**src/rtl/uart_rx_param.sv**
```systemverilog
// Oversampling UART receiver: 3-sample mid-bit majority vote, 5..MAX_DATA_W data
// bits, even/odd/stick parity, 1 or 2 stop bits, break and overrun detection,
// and a valid/ack hand-off of each received frame.
module uart_rx_param #(
    parameter int unsigned OVERSAMPLE  = 16,
    parameter int unsigned MAX_DATA_W  = 8,
    parameter int unsigned SYNC_STAGES = 2
) (
    input  logic                  clk,
    input  logic                  rst,
    input  logic                  rxd,
    input  logic                  sample_tick,
    input  logic                  enable,
    input  logic [3:0]            data_bits,
    input  logic                  stop_bits,
    input  logic                  parity_en,
    input  logic                  parity_even,
    input  logic                  stick_parity,
    input  logic                  data_ack,
    output logic                  data_valid,
    output logic [MAX_DATA_W-1:0] data_out,
    output logic                  parity_err,
    output logic                  framing_err,
    output logic                  break_det,
    output logic                  overrun_err,
    output logic                  busy
);

    localparam int unsigned TC_W = $clog2(OVERSAMPLE);
    localparam int unsigned MID  = OVERSAMPLE / 2;
    localparam int unsigned BI_W = 4;

    typedef enum logic [2:0] {
        S_IDLE, S_START, S_DATA, S_PARITY, S_STOP1, S_STOP2, S_BREAK_WAIT
    } state_t;

    state_t                  r_state, w_state_nxt;
    logic [SYNC_STAGES-1:0]  r_sync;
    logic [TC_W-1:0]         r_tc;
    logic                    r_s0, r_s1;
    logic [BI_W-1:0]         r_nbits, r_bit_idx, w_nbits_clamped;
    logic                    r_par_en, r_par_even, r_stick, r_two_stop;
    logic [MAX_DATA_W-1:0]   r_shift;
    logic                    r_par_bit, r_framing;
    logic                    r_valid, r_pe, r_fe, r_brk, r_ovr, r_busy;
    logic [MAX_DATA_W-1:0]   r_data;
    logic                    w_rxs, w_vote, w_vote_tick, w_wrap_tick;
    logic                    w_par_exp, w_is_break;
    logic                    w_start, w_done, w_brk;

    assign w_rxs       = r_sync[SYNC_STAGES-1];
    assign w_vote_tick = sample_tick && (r_tc == TC_W'(MID + 1));
    assign w_wrap_tick = sample_tick && (r_tc == TC_W'(OVERSAMPLE - 1));
    assign w_vote      = (r_s0 & r_s1) | (r_s0 & w_rxs) | (r_s1 & w_rxs);
    assign w_par_exp   = r_stick ? ~r_par_even : ((^r_shift) ^ ~r_par_even);
    assign w_is_break  = (r_shift == '0) && !(r_par_en && r_par_bit) && !w_vote;

    assign data_valid  = r_valid;
    assign data_out    = r_data;
    assign parity_err  = r_pe;
    assign framing_err = r_fe;
    assign break_det   = r_brk;
    assign overrun_err = r_ovr;
    assign busy        = r_busy;

    // Character length clamped to the supported range
    always_comb begin
        w_nbits_clamped = data_bits;
        if (data_bits < 4'd5)
            w_nbits_clamped = 4'd5;
        else if (data_bits > BI_W'(MAX_DATA_W))
            w_nbits_clamped = BI_W'(MAX_DATA_W);
    end

    // rxd synchroniser, idles high
    always_ff @(posedge clk) begin
        if (rst) r_sync <= '1;
        else     r_sync <= {r_sync[SYNC_STAGES-2:0], rxd};
    end

    // FSM state register
    always_ff @(posedge clk) begin
        if (rst) r_state <= S_IDLE;
        else     r_state <= w_state_nxt;
    end

    // Next-state and frame strobes; enable low aborts any frame
    always_comb begin
        w_state_nxt = r_state;
        w_start     = 1'b0;
        w_done      = 1'b0;
        w_brk       = 1'b0;
        case (r_state)
            S_IDLE: begin
                if (sample_tick && !w_rxs) begin
                    w_state_nxt = S_START;
                    w_start     = 1'b1;
                end
            end
            S_START: begin
                if (w_vote_tick && w_vote) w_state_nxt = S_IDLE;
                else if (w_wrap_tick)      w_state_nxt = S_DATA;
            end
            S_DATA: begin
                if (w_wrap_tick && (r_bit_idx == r_nbits - BI_W'(1)))
                    w_state_nxt = r_par_en ? S_PARITY : S_STOP1;
            end
            S_PARITY: begin
                if (w_wrap_tick) w_state_nxt = S_STOP1;
            end
            S_STOP1: begin
                if (w_vote_tick) begin
                    if (w_is_break) begin
                        w_done      = 1'b1;
                        w_brk       = 1'b1;
                        w_state_nxt = S_BREAK_WAIT;
                    end else if (!r_two_stop) begin
                        w_done      = 1'b1;
                        w_state_nxt = S_IDLE;
                    end
                end else if (w_wrap_tick) begin
                    w_state_nxt = S_STOP2;
                end
            end
            S_STOP2: begin
                if (w_vote_tick) begin
                    w_done      = 1'b1;
                    w_state_nxt = S_IDLE;
                end
            end
            S_BREAK_WAIT: begin
                if (sample_tick && w_rxs) w_state_nxt = S_IDLE;
            end
            default: w_state_nxt = S_IDLE;
        endcase
        if (!enable) begin
            w_state_nxt = S_IDLE;
            w_start     = 1'b0;
            w_done      = 1'b0;
            w_brk       = 1'b0;
        end
    end

    // Tick counter and the two early vote samples
    always_ff @(posedge clk) begin
        if (rst) begin
            r_tc <= '0;
            r_s0 <= 1'b0;
            r_s1 <= 1'b0;
        end else begin
            if (w_start)
                r_tc <= TC_W'(1);
            else if (w_state_nxt == S_IDLE || w_state_nxt == S_BREAK_WAIT)
                r_tc <= '0;
            else if (sample_tick)
                r_tc <= (r_tc == TC_W'(OVERSAMPLE - 1)) ? '0 : r_tc + TC_W'(1);
            if (sample_tick && r_tc == TC_W'(MID - 1)) r_s0 <= w_rxs;
            if (sample_tick && r_tc == TC_W'(MID))     r_s1 <= w_rxs;
        end
    end

    // Frame configuration capture and bit assembly
    always_ff @(posedge clk) begin
        if (rst) begin
            r_nbits    <= '0;
            r_par_en   <= 1'b0;
            r_par_even <= 1'b0;
            r_stick    <= 1'b0;
            r_two_stop <= 1'b0;
            r_shift    <= '0;
            r_bit_idx  <= '0;
            r_par_bit  <= 1'b0;
            r_framing  <= 1'b0;
        end else begin
            if (w_start) begin
                r_nbits    <= w_nbits_clamped;
                r_par_en   <= parity_en;
                r_par_even <= parity_even;
                r_stick    <= stick_parity;
                r_two_stop <= stop_bits;
                r_shift    <= '0;
                r_bit_idx  <= '0;
                r_par_bit  <= 1'b0;
                r_framing  <= 1'b0;
            end
            if (r_state == S_DATA && w_vote_tick) begin
                for (int i = 0; i < int'(MAX_DATA_W); i++)
                    if (r_bit_idx == BI_W'(i)) r_shift[i] <= w_vote;
            end
            if (r_state == S_DATA && w_wrap_tick)   r_bit_idx <= r_bit_idx + BI_W'(1);
            if (r_state == S_PARITY && w_vote_tick) r_par_bit <= w_vote;
            if (r_state == S_STOP1 && w_vote_tick)  r_framing <= !w_vote;
        end
    end

    // Output holding registers with valid/ack and overrun handling
    always_ff @(posedge clk) begin
        if (rst) begin
            r_valid <= 1'b0;
            r_data  <= '0;
            r_pe    <= 1'b0;
            r_fe    <= 1'b0;
            r_brk   <= 1'b0;
            r_ovr   <= 1'b0;
            r_busy  <= 1'b0;
        end else begin
            r_busy <= (w_state_nxt != S_IDLE);
            if (w_done) begin
                if (!r_valid || data_ack) begin
                    r_data  <= w_brk ? '0 : r_shift;
                    r_pe    <= !w_brk && r_par_en && (r_par_bit != w_par_exp);
                    r_fe    <= w_brk || !w_vote || r_framing;
                    r_brk   <= w_brk;
                    r_valid <= 1'b1;
                    r_ovr   <= 1'b0;
                end else begin
                    r_ovr <= 1'b1;
                end
            end else if (data_ack && r_valid) begin
                r_valid <= 1'b0;
                r_ovr   <= 1'b0;
            end
        end
    end

endmodule

```
**config.mk**
```make
export PLATFORM = sky130hd
export DESIGN_NAME = uart_rx_param
export DESIGN_NICKNAME = d
export VERILOG_FILES = /design/src/rtl/uart_rx_param.sv
export SDC_FILE = /design/constraint.sdc
export NUM_CORES = 1
export LEC_CHECK = 0
export BUFFER_PORTS_ARGS = -buffer_cell sky130_fd_sc_hd__buf_2
export CAP_MARGIN = 20
export CORE_MARGIN = 2
export CORE_UTILIZATION = 32
export CTS_BUF_LIST = sky130_fd_sc_hd__clkbuf_8
export DETAILED_ROUTE_END_ITERATION = 10
export SYNTH_ARGS = -nofsm -noshare
export SYNTH_HDL_FRONTEND = slang
export SYNTH_SLANG_ARGS = --single-unit
```
**constraint.sdc**
```tcl
create_clock -name clk -period 2.5 [get_ports clk]
set_input_delay 0 -clock clk [delete_from_list [all_inputs] [get_ports clk]]
set_output_delay 0 -clock clk [all_outputs]
set_load 0.01 [all_outputs]
```
==> impl_metrics.env <==
export IMPL_syn_inst=279
export IMPL_rows=31
export IMPL_whs_ns=0.02446
export IMPL_die_y_um=91.01
export IMPL_final_cell_mix="dfxtp_1, nand3_1, nand2_1"
export IMPL_post_place_cells=398
export IMPL_final_cells=413
export IMPL_insertion_delay_ns=0.31
export IMPL_path_clk_slew_ns=0.10
export IMPL_ys_ff_latch=47
export IMPL_pre_cts_slack_ns=0.2586
export IMPL_dp_hpwl_mm=3.937
export IMPL_ant_nets=0
export IMPL_tightest_slew_ns=0.6829
export IMPL_cp_arrival_ns=2.53
export IMPL_fin_area_mm2=0.002855
export IMPL_grt_max_degree=37
export IMPL_worstPathRequired_ns=2.76
export IMPL_slew_violations=0
export IMPL_power_leakage_nw=1.052
export IMPL_wl_mm=5.253
export IMPL_synth_top_cell_by_area="dfxtp_1"
export IMPL_fillers=772
export IMPL_final_common_cell="dfxtp_1"
export IMPL_fmax_mhz=440.2
export IMPL_met2_length_mm=2.315
export IMPL_wl_met1_mm=2.668
export IMPL_drive_gt1_share_pct=17.20
export IMPL_hold_class="input pin to register"
export IMPL_cts_tree="done"
export IMPL_grt_first_pass_wirelength_mm=9.321
export IMPL_syn_area_mm2=0.002422
export IMPL_cts_htree_levels=2
export IMPL_crit_type="register to register"
export IMPL_grt_use_total_pct=13.61
export IMPL_ir_worst_vdd_uv=248.2
export IMPL_synth_main_ff_cell="dfxtp_1"
export IMPL_die_area_mm2=0.008282
export IMPL_finalPower_mw=1.385
export IMPL_drv_cap=0
export IMPL_clockBufferDepth=2
export IMPL_status="finished, final reports clean"
export IMPL_cp_max_fo=8
export IMPL_wl_met3_um=191
export IMPL_finalSetupViolations=0
export IMPL_synth_fp_nets=305
export IMPL_syn2layout_area_growth_pct=17.87
export IMPL_fin_ws_ns=0.2282
export IMPL_drtIter0Drc=127
export IMPL_grt_ovfl_total=0
export IMPL_dr_pass1_iters=4
export IMPL_cp_slowest_stage_delay_ns=0.43
export IMPL_yosysWarningCount=0
export IMPL_grt_setup_unrepaired="false"
export IMPL_tns_ns=0
export IMPL_cts_buffers_inserted=5
export IMPL_top_level_ports=28
export IMPL_rrSetupSlack_ns=0.23
export IMPL_period_minus_slack_ns=2.272
export IMPL_synth_edf_count=0
export IMPL_finClkSkew_ns=0.01356
export IMPL_antennaDiodeCount=0
export IMPL_grt_pass1_vias=1973
export IMPL_yosys_area_top_type_share_pct=38.84
export IMPL_async_reset_ff_share_pct=0
export IMPL_finalHoldViolCount=0
export IMPL_cts_setup_buffers=0
export IMPL_post_cts_resized=0
export IMPL_crit_slowest_cell="dfxtp_1"
export IMPL_fin_crit_sh_pct=90.87
export IMPL_start_kind="register"
export IMPL_die_w_um=91.01
export IMPL_top_layer_used="met4"
export IMPL_finish_utilization_pct=39.16
export IMPL_p_per_area_mw_per_mm2=485.0
export IMPL_holdPathStages=3
export IMPL_path_cells="ha_1 -> nand4b_4 -> nor3b_1 -> o311ai_2 -> nor2b_1 -> nor3b_4 -> a32o_1"
export IMPL_vias=2037
export IMPL_slew_headroom_pct=54.47
export IMPL_ys_seq_area_share_pct=38.84
export IMPL_core_mm2=0.007292
export IMPL_worst_setup_path_end_kind="register"
export IMPL_drc=0
export IMPL_port_buffers=27
export IMPL_wl_per_cell_um=12.72
export IMPL_clock_sinks=47
export IMPL_syn_avg_cell_area_um2=8.682
export IMPL_vias_per_cell=4.932
export IMPL_root_buffer="clkbuf_8"
export IMPL_start_util_pct=33.22
export IMPL_ys_types=53
export IMPL_num_nets_final=339
export IMPL_dpl_cell_area_mm2=0.002670
export IMPL_grt_antenna_before_repair=0
export IMPL_worst_r2r_cell_count=7
export IMPL_gp_congestion=0.8762
export IMPL_holdBufCountCts=7
export IMPL_synthTopCellsByArea="dfxtp_1, ha_1, nand3_1, a21oi_1, nand2_1"
-- layer usage --
layer	up-vias	global-route usage (%)
met5	-	0
met4	0	4.293
met3	6	2.241
met2	37	21.67
met1	938	18.82
li1	1056	-
-- layout make-up --
cell class / instances / area (um^2) / area share [%]
well taps: 99 / 123.9 / 4.338
inverters: 16 / 60.06 / 2.103
clock inverters: 3 / 46.29 / 1.621
clock buffers: 5 / 68.82 / 2.410
flip-flops and latches: 47 / 940.9 / 32.95
repair buffers: 40 / 250.2 / 8.764
multi-input cells: 203 / 1365 / 47.81
-- worst max-delay path: cells and delay by family, from the launching register on --
kind | cells | cell delay [ns]
and+or+nand+nor | 4 | 1.13
DFF | 1 | 0.43
AOI/OAI and AO/OA | 2 | 0.43
adders and majority gates | 1 | 0.24
-- logic make-up after synthesis --
group / share of synthesized area, %
AO/OA/AOI/OAI: 14.77
multiplexers: 2.893
AND/OR/NAND/NOR: 27.12
adder cells (fa/ha/maj): 6.663
flip-flops: 38.84
buffers and inverters: 4.804
XOR/XNOR: 4.907
-- Yosys cell counts (all sizes together) (4+ instances only) --
master / number
dfxtp: 47
xor2: 5
clkbuf: 8
mux2i: 7
nor3: 7
xnor2: 6
nand3: 29
ha: 12
inv: 16
nor2: 26
buf: 5
nor4: 4
a21oi: 22
nand2: 29
a22o: 7
-- sequential cells by signal, indices dropped and copies added (netlist names), 2 cells and up --
name,count
r_state,3
r_tc,4
r_nbits,4
r_bit_idx,4
r_shift,8
data_out,8
r_sync,2
-- worst paths after layout --
kind	from	end
setup / recovery	r_tc[0]$_SDFFE_PP0P_	parity_err$_SDFFE_PP0P_
hold / removal	enable	r_state[2]$_SDFF_PP0_
setup reg to reg	r_tc[0]$_SDFFE_PP0P_	parity_err$_SDFFE_PP0P_
hold reg to reg	r_sync[0]$_SDFF_PP1_	r_sync[1]$_SDFF_PP1_
-- report_power, final --
part	internal [mW]	switching, mW	total (mW)
combinational	0.0255	0.0319	0.0574
sequential	0.752	0.00372	0.755
clock	0.301	0.271	0.572
total	1.08	0.306	1.38
Power figures use the tool's default switching activity.
